`src/rtl/trig_wd_pkg.sv`:
```
// Shared constants for the trigger watchdog: FSM state codes, recovery mode codes
// and default widths.
package trig_wd_pkg;

  localparam logic [1:0] ST_IDLE     = 2'd0;
  localparam logic [1:0] ST_COUNT    = 2'd1;
  localparam logic [1:0] ST_OVERRIDE = 2'd2;
  localparam logic [1:0] ST_HOLDOFF  = 2'd3;

  localparam logic MODE_PAUSE = 1'b0;
  localparam logic MODE_BSUM  = 1'b1;

  localparam int DEF_N_CH  = 4;
  localparam int DEF_LEN_W = 16;
  localparam int DEF_CNT_W = 16;

endpackage

```
`src/rtl/wd_sat_counter.sv`:
```
// Saturating up-counter with a synchronous clear that wins over increment.
module wd_sat_counter #(
  parameter int WIDTH = 16
) (
  input  logic             clk,
  input  logic             rst,
  input  logic             inc,
  input  logic             clr,
  output logic [WIDTH-1:0] q
);

  localparam logic [WIDTH-1:0] ONE = WIDTH'(1);

  always_ff @(posedge clk or posedge rst) begin
    if (rst)
      q <= '0;
    else if (clr)
      q <= '0;
    else if (inc && (q != '1))
      q <= q + ONE;
  end

endmodule

```
`src/rtl/trig_watchdog.sv`:
```
// Stuck-trigger monitor for fir_trig TOT lanes; recovers via pause_override or a
// bsum_reset pulse plus holdoff, and counts fire events.
//
// state    | meaning
// IDLE     | no unmasked channel in trigger
// COUNT    | any_trig held, run_cnt counting consecutive edges
// OVERRIDE | pause_override asserted for max(override_len,1) cycles
// HOLDOFF  | bsum_reset pulsed on first cycle, then wait out max(override_len,1) cycles
module trig_watchdog
  import trig_wd_pkg::*;
#(
  parameter int N_CH  = DEF_N_CH,
  parameter int LEN_W = DEF_LEN_W,
  parameter int CNT_W = DEF_CNT_W
) (
  input  logic             clk,
  input  logic             rst,
  input  logic             enable,
  input  logic [N_CH-1:0]  tot,
  input  logic [N_CH-1:0]  ch_mask,
  input  logic [LEN_W-1:0] max_len,
  input  logic [LEN_W-1:0] override_len,
  input  logic             mode,
  input  logic             clear_count,
  output logic             pause_override,
  output logic             bsum_reset,
  output logic [N_CH-1:0]  stuck_ch,
  output logic [CNT_W-1:0] fire_count,
  output logic             busy
);

  localparam logic [LEN_W-1:0] ONE = LEN_W'(1);

  logic [1:0]       state;
  logic [LEN_W-1:0] run_cnt;
  logic [LEN_W-1:0] ovr_cnt;
  logic [LEN_W-1:0] ovr_last;
  logic             any_trig;
  logic             in_recovery;
  logic             ovr_done;
  logic             fire;
  logic             run_inc, run_clr;
  logic             ovr_inc, ovr_clr;

  assign any_trig    = |(tot & ch_mask);
  assign in_recovery = (state == ST_OVERRIDE) || (state == ST_HOLDOFF);
  // override_len of 0 behaves as 1, so the last index is 0 in both cases
  assign ovr_last    = (override_len == '0) ? '0 : (override_len - ONE);
  assign ovr_done    = (ovr_cnt >= ovr_last);

  assign fire = enable && (state == ST_COUNT) && any_trig &&
                (max_len != '0) && (run_cnt >= (max_len - ONE));

  assign run_inc = enable && any_trig &&
                   ((state == ST_IDLE) || ((state == ST_COUNT) && !fire));
  assign run_clr = !enable || ((state == ST_COUNT) && (!any_trig || fire));

  assign ovr_inc = enable && in_recovery && !ovr_done;
  assign ovr_clr = !enable || fire || (in_recovery && ovr_done);

  wd_sat_counter #(.WIDTH(LEN_W)) u_run_cnt (
    .clk (clk),
    .rst (rst),
    .inc (run_inc),
    .clr (run_clr),
    .q   (run_cnt)
  );

  wd_sat_counter #(.WIDTH(LEN_W)) u_ovr_cnt (
    .clk (clk),
    .rst (rst),
    .inc (ovr_inc),
    .clr (ovr_clr),
    .q   (ovr_cnt)
  );

  wd_sat_counter #(.WIDTH(CNT_W)) u_fire_cnt (
    .clk (clk),
    .rst (rst),
    .inc (fire),
    .clr (clear_count),
    .q   (fire_count)
  );

  always_ff @(posedge clk or posedge rst) begin
    if (rst) begin
      state          <= ST_IDLE;
      pause_override <= 1'b0;
      bsum_reset     <= 1'b0;
      busy           <= 1'b0;
      stuck_ch       <= '0;
    end else if (!enable) begin
      state          <= ST_IDLE;
      pause_override <= 1'b0;
      bsum_reset     <= 1'b0;
      busy           <= 1'b0;
    end else begin
      bsum_reset <= 1'b0;
      case (state)
        ST_IDLE: begin
          if (any_trig)
            state <= ST_COUNT;
        end
        ST_COUNT: begin
          if (!any_trig) begin
            state <= ST_IDLE;
          end else if (fire) begin
            stuck_ch       <= tot & ch_mask;
            busy           <= 1'b1;
            state          <= (mode == MODE_BSUM) ? ST_HOLDOFF : ST_OVERRIDE;
            pause_override <= (mode == MODE_PAUSE);
            bsum_reset     <= (mode == MODE_BSUM);
          end
        end
        ST_OVERRIDE, ST_HOLDOFF: begin
          if (ovr_done) begin
            state          <= ST_IDLE;
            pause_override <= 1'b0;
            busy           <= 1'b0;
          end
        end
        default: state <= ST_IDLE;
      endcase
    end
  end

endmodule

```
`config.mk`:
```
export PLATFORM = sky130hd
export DESIGN_NAME = trig_watchdog
export DESIGN_NICKNAME = d
export VERILOG_FILES = /design/src/rtl/trig_wd_pkg.sv /design/src/rtl/wd_sat_counter.sv /design/src/rtl/trig_watchdog.sv
export SDC_FILE = /design/constraint.sdc
export NUM_CORES = 1
export LEC_CHECK = 0
export BUFFER_PORTS_ARGS = -buffer_cell sky130_fd_sc_hd__buf_2
export CAP_MARGIN = 20
export CORE_MARGIN = 2
export CORE_UTILIZATION = 49
export CTS_CLUSTER_DIAMETER = 50
export DETAILED_ROUTE_END_ITERATION = 12
export PLACE_DENSITY = 0.73
export SLEW_MARGIN = 20
export SYNTH_ARGS = -nofsm -noshare
export SYNTH_HDL_FRONTEND = slang
export SYNTH_SLANG_ARGS = --single-unit
```
`constraint.sdc`:
```
create_clock -name clk -period 2.7 [get_ports clk]
set_input_delay 0.54 -clock clk [delete_from_list [all_inputs] [get_ports clk]]
set_output_delay 0.54 -clock clk [all_outputs]
set_load 0.05 [all_outputs]
```
Yosys cells after proc, flatten, opt, wreduce, memory -nomap -nowiden:

Index checks and enable logic that the tools add are counted.

* register bits after elaboration: 57
* output and inout port bits: 23
* bits of input ports: 45

* order comparisons: 2
* bitwise gates (word level): 2
* eq/ne operators: 12
* reductions and logical operators: 35
* multiplexer cells: 27
* add/sub/neg operators: 5

Operators by type and width (number)
* $mux 16: 7
* $add 16x1->16 const B: 3
* $ne 16x16->1 const B: 3
* $ge 16x16->1: 2
* $sub 16x1->16 const B: 2
* $logic_not 16->1: 1
* $reduce_bool 16->1: 1
* $logic_and 1x1->1: 14
* $mux 1: 12
* $ne 3x3->1 const B: 4
* $mux 2: 5
* $reduce_and 4->1: 2
* $logic_or 1x1->1: 6
* $pmux 2 s3: 1
* $reduce_bool 2->1: 3
* $and 4x4->4: 1
* $eq 2x2->1 const B: 2
* $logic_not 1->1: 4
* $ne 4x4->1 const B: 1
* $pmux 1 s2: 2
* $reduce_or 4->1: 1
* $ne 3x1->1 const B: 1
* $reduce_and 3->1: 1
* $eq 2x1->1 const B: 1
* 3 further kinds: 3

Longest topological paths before layout:

* depth in word-level cells: 12
* mapped depth: 17
* depth with buffers taken out: 15

Cells and area by module:

Synthesis repeated with hierarchy kept, for this count alone.

* cell total of the unflattened synthesis: 524
* area total of the unflattened synthesis: 4570.6 µm²

Modules (own cells, without submodules)
* wd_sat_counter: area an instance 932.1 µm², cells each 101, seq. area each 400.4 µm², times used 3
* trig_watchdog: area an instance 1774.2 µm², cells each 221, seq. area each 225.2 µm², times used 1

Worst setup path after synthesis:

No wires, ideal clock.

* path kind: input port to flip-flop
* start: input override_len[7]
* end: register u_ovr_cnt.q[13]
* cell stages on the path: 16
* data arrival time: 4885 ps
* setup slack: -2264 ps
* cells stage by stage: or4_1 -> nor4_1 -> or3b_2 -> nor2_1 -> nand4b_1 -> and2_1 -> ha_1 -> nand2b_1 -> a2111o_1 -> a32o_1 -> or4b_1 -> buf_2 -> or2_0 -> buf_2 -> or3_1 -> a21oi_1

* longest elaborated chain between the ends: 7
* elaborated cells on any way between the ends: 11

RTL lines
* from (decl): line trig_watchdog.sv:22 `input logic [LEN_W-1:0] override_len,`
* $sub 16x1->16 / $logic_not 16->1 (equally long branches): line trig_watchdog.sv:48 `assign ovr_last = (override_len == '0) ? '0 : (override_len - ONE);`
* $mux 16 *: line trig_watchdog.sv:48
* $ge 16x16->1 *: line trig_watchdog.sv:49 `assign ovr_done = (ovr_cnt >= ovr_last);`
* $logic_not 1->1: line trig_watchdog.sv:58 `assign ovr_inc = enable && in_recovery && !ovr_done;`
* $logic_and 1x1->1: line trig_watchdog.sv:58
* $logic_and 1x1->1: line wd_sat_counter.sv:19 `else if (inc && (q != '1))`
* $reduce_bool 2->1 (no line)
* to (signal assigned): line wd_sat_counter.sv:20 `q <= q + ONE;`
* to (decl): line wd_sat_counter.sv:9 `output logic [WIDTH-1:0] q`

Every way passes the cells marked *; elsewhere a longest branch is shown, timed or not.
A chain may end at the register's enable or synchronous reset.

Worst setup path in the final report:

* start: input override_len[8]
* end: register u_ovr_cnt.q[15]

Same word-level chain as after synthesis.

==> run_results.csv <==
group,metric,value,unit
sta,worst_slack,-1520,ps
layout,area_delta_synth_final,55.5,%
sta,fin_crit,4220,ps
placed_design,pre_cts_slack,-2030,ps
clock_network,clock-root-buffer,"clkbuf_8",
sta,finalSetupViolations,57,
logic_synthesis,synthArstFlopShare,1.00,
worst_setup_path,worst-path-buf-inv,2,
pwr,p_leak,2.90,nW
grt,grt_usage,0.300,
layout,mostFrequentLayoutCells,"buf_4, buf_2, dfrtp_1",
placed_design,gp_congestion,0.893,
floorplan,fp.dieH,97.3,um
logic_synthesis,synthesis.area,0.00426,sq mm
sta,setup_tns,-54960,ps
clock_network,clock_latency,340,ps
floorplan,start_util,0.496,
floorplan,die_x,97.3,um
clock_network,clkTransAtPathRegs,70,ps
logic_synthesis,ys_ff_latch,57,
logic_synthesis,synthCells,504,
logic_synthesis,synth_cell_types,47,
floorplan,die-area,0.00946,sq mm
routing,drc,0,
worst_setup_path,crit_family,"simple AND/OR/NAND/NOR gates",
routing,wl,14800,um
floorplan,ios,68,
sta,worst_hold_slack,105,ps
worst_setup_path,end_kind,"flop",
logic_synthesis,yosysWarningCount,0,
floorplan,row_count,34,
grt,grt_pass1_vias,4995,
layout,final_common_cell,"buf_4",
routing,vias,4787,
layout,stdcell_area,0.00663,sq mm
worst_setup_path,max_stage_delay,540,ps
pwr,power_density,332,mW/mm^2
worst_hold_path,min_path_type,"in2async",
clock_network,cts_tree,"yes",
sta,hold_violations,0,
layout,diodes,0,
worst_setup_path,worstPathArrival,4470,ps
routing,dr.pass1.iters,5,
run_status,violations,"negative setup slack",
floorplan,core_area,0.00859,sq mm
clock_network,cts_inserted_buffers,9,
pwr,ir_worst_vdd,0.000289,V
routing,viasPerCell,6.04,
pwr,power,2.20,mW
logic_synthesis,synth_edf_count,0,
layout,multi_input_area,0.00344,sq mm
run,cap_viol_max_count,0,
layout,utilization,0.772,
layout,stdcell_count,792,
layout,nets,762,
logic_synthesis,synthFlopType,"dfrtp_1",
sta,min_period_over_period,1.56,
layout,final_layout_size_suffix_gt1_frac,0.437,
sta,worstMarginPinSlew,785,ps
run_status,status,"finished with violations",
routing,ant_nets,0,
sta,drv_slew,0,
placed_design,io_buffers,67,
worst_setup_path,critPathLaunchType,"input port",
placed_design,placedCellCount,743,
grt,antenna_found_initial,0,
grt,grt_first_pass_wirelength,23200,um
logic_synthesis,synth.net_count,587,
clock_network,cts.sinks,57,
sta,relSlewSlack,0.472,
routing,drtIter0Drc,239,
grt,grt_max_degree,26,
layout,nFillCells,545,
worst_setup_path,crit_fanout,15,
worst_setup_path,criticalPathCategory,"in2reg",
clock_network,cts_max_level,3,
grt,overflow,0,
worst_setup_path,slowest_stage,"or4b_4",
worst_setup_path,path_cells,"buf_2, or4_4, nor4_4, or3b_4, nor2_4, nand4b_1, buf_4, nand2b_1, ha_1, a2111o_1, a32o_1, or4b_4, or2_4, or3_1, a21oi_1",
sta,rsz0062_at_grt,"true",
sta,fmax,0.237,GHz
sta,skew,14.9,ps
layout,regArea,0.00143,sq mm
clock_network,clock_path_buffers,2,
logic_synthesis,avgSynthCellArea,8.46,sq um
placed_design,dpl.hpwl,8830,um
logic_synthesis,ys_seq_area_frac,0.335,
placed_design,placed_cell_area,0.00549,sq mm
worst_setup_path,required,2960,ps
routing,wl_per_cell,18.7,um
## sequential cells by signal (all words and copies together) (netlist names)
| register | flops |
|---|---|
| pause_override | 1 |
| bsum_reset | 1 |
| state | 2 |
| stuck_ch | 4 |
| u_run_cnt.q | 16 |
| u_fire_cnt.q | 16 |
| busy | 1 |
| u_ovr_cnt.q | 16 |
## synth_stat cells, drive strengths merged, types with 2 or more instances
| cell type | count | share of area |
|---|---|---|
| nand4b | 2 | 0.0041 |
| dfrtp | 57 | 0.33 |
| or3 | 6 | 0.0088 |
| nand4 | 17 | 0.025 |
| nor3b | 5 | 0.0088 |
| a2111o | 2 | 0.0053 |
| o21ai | 17 | 0.020 |
| xor2 | 15 | 0.031 |
| nor4 | 18 | 0.026 |
| buf | 5 | 0.0056 |
| or4 | 2 | 0.0035 |
| o22ai | 2 | 0.0029 |
| nor4b | 4 | 0.0082 |
| nand3 | 24 | 0.028 |
| nand3b | 2 | 0.0035 |
| and4 | 8 | 0.016 |
| clkbuf | 10 | 0.0088 |
| nand2b | 5 | 0.0073 |
| a21boi | 2 | 0.0035 |
| a22oi | 2 | 0.0035 |
| nor2b | 3 | 0.0044 |
| a31oi | 2 | 0.0029 |
| a211oi | 3 | 0.0053 |
| xnor2 | 49 | 0.10 |
| inv | 15 | 0.013 |
| ha | 38 | 0.11 |
| a21bo | 2 | 0.0047 |
| or3b | 2 | 0.0041 |
| a21oi | 18 | 0.021 |
| and2 | 7 | 0.010 |
| nand2 | 57 | 0.050 |
| and3 | 8 | 0.012 |
| a21o | 2 | 0.0035 |
| nor2 | 59 | 0.052 |
| nor3 | 24 | 0.028 |
## worst paths after layout
check / cells past startpoint / to / startpoint / slack, ps
hold / removal: 2 / u_ovr_cnt.q[4]$_DFFE_PP0P_ / rst / 110
setup / recovery: 15 / u_ovr_cnt.q[15]$_DFFE_PP0P_ / override_len[8] / -1520
setup reg to reg: 9 / u_ovr_cnt.q[15]$_DFFE_PP0P_ / u_ovr_cnt.q[0]$_DFFE_PP0P_ / -180
hold reg to reg: 2 / busy$_DFFE_PP0P_ / busy$_DFFE_PP0P_ / 520
min in group clk: 3 / stuck_ch[2]$_DFFE_PP0P_ / ch_mask[2] / 460
max in group asynchronous: 3 / state[0]$_DFFE_PP0P_ / rst / 1990
## routing by layer
| metal | GRT usage | vias up | routed length (um) |
|---|---|---|---|
| met4 | 0.143 | 0 | 672 |
| met2 | 0.545 | 236 | 7760 |
| li1 | - | 2150 | - |
| met3 | 0.0612 | 67 | 969 |
| met5 | 0 | - | 0 |
| met1 | 0.334 | 2334 | 5380 |
## final cells by class
| type | count | share of cell area |
|---|---|---|
| Multi-Input combinational cell | 419 | 0.519 |
| Inverter | 15 | 0.00849 |
| Tap cell | 108 | 0.0204 |
| Sequential cell | 57 | 0.215 |
| Clock inverter | 6 | 0.0172 |
| Timing Repair Buffer | 177 | 0.199 |
| Clock buffer | 10 | 0.0208 |
## logic make-up (layout without fill, tap and decap cells)
group | Yosys count | after routing | synth area share
and+or+nand+nor | 255 | 255 | 0.305
xor gates and xnor gates | 64 | 64 | 0.131
AOI/OAI and AO/OA | 59 | 61 | 0.0872
DFF | 57 | 57 | 0.335
adders and majority gates | 38 | 38 | 0.112
buffers and inverters | 30 | 208 | 0.0276
muxes | 1 | 1 | 0.00264
## power by group
group          internal [mW]  total [mW]  switching [mW]
registers              0.857       0.862         0.00466
logic                  0.146       0.318           0.172
clock network          0.641        1.02           0.383
total                   1.65        2.20           0.559
## what timing repair did
item | in CTS | in global routing
pin swaps | 41 | 25
setup endpoints to repair | 57 | 57
hold buffers | 0 | 0
cloned | 4 | 0
buffers inserted | 31 | 3
resized for setup | 86 | 42
No activity file was read; power rests on OpenSTA's default activity.
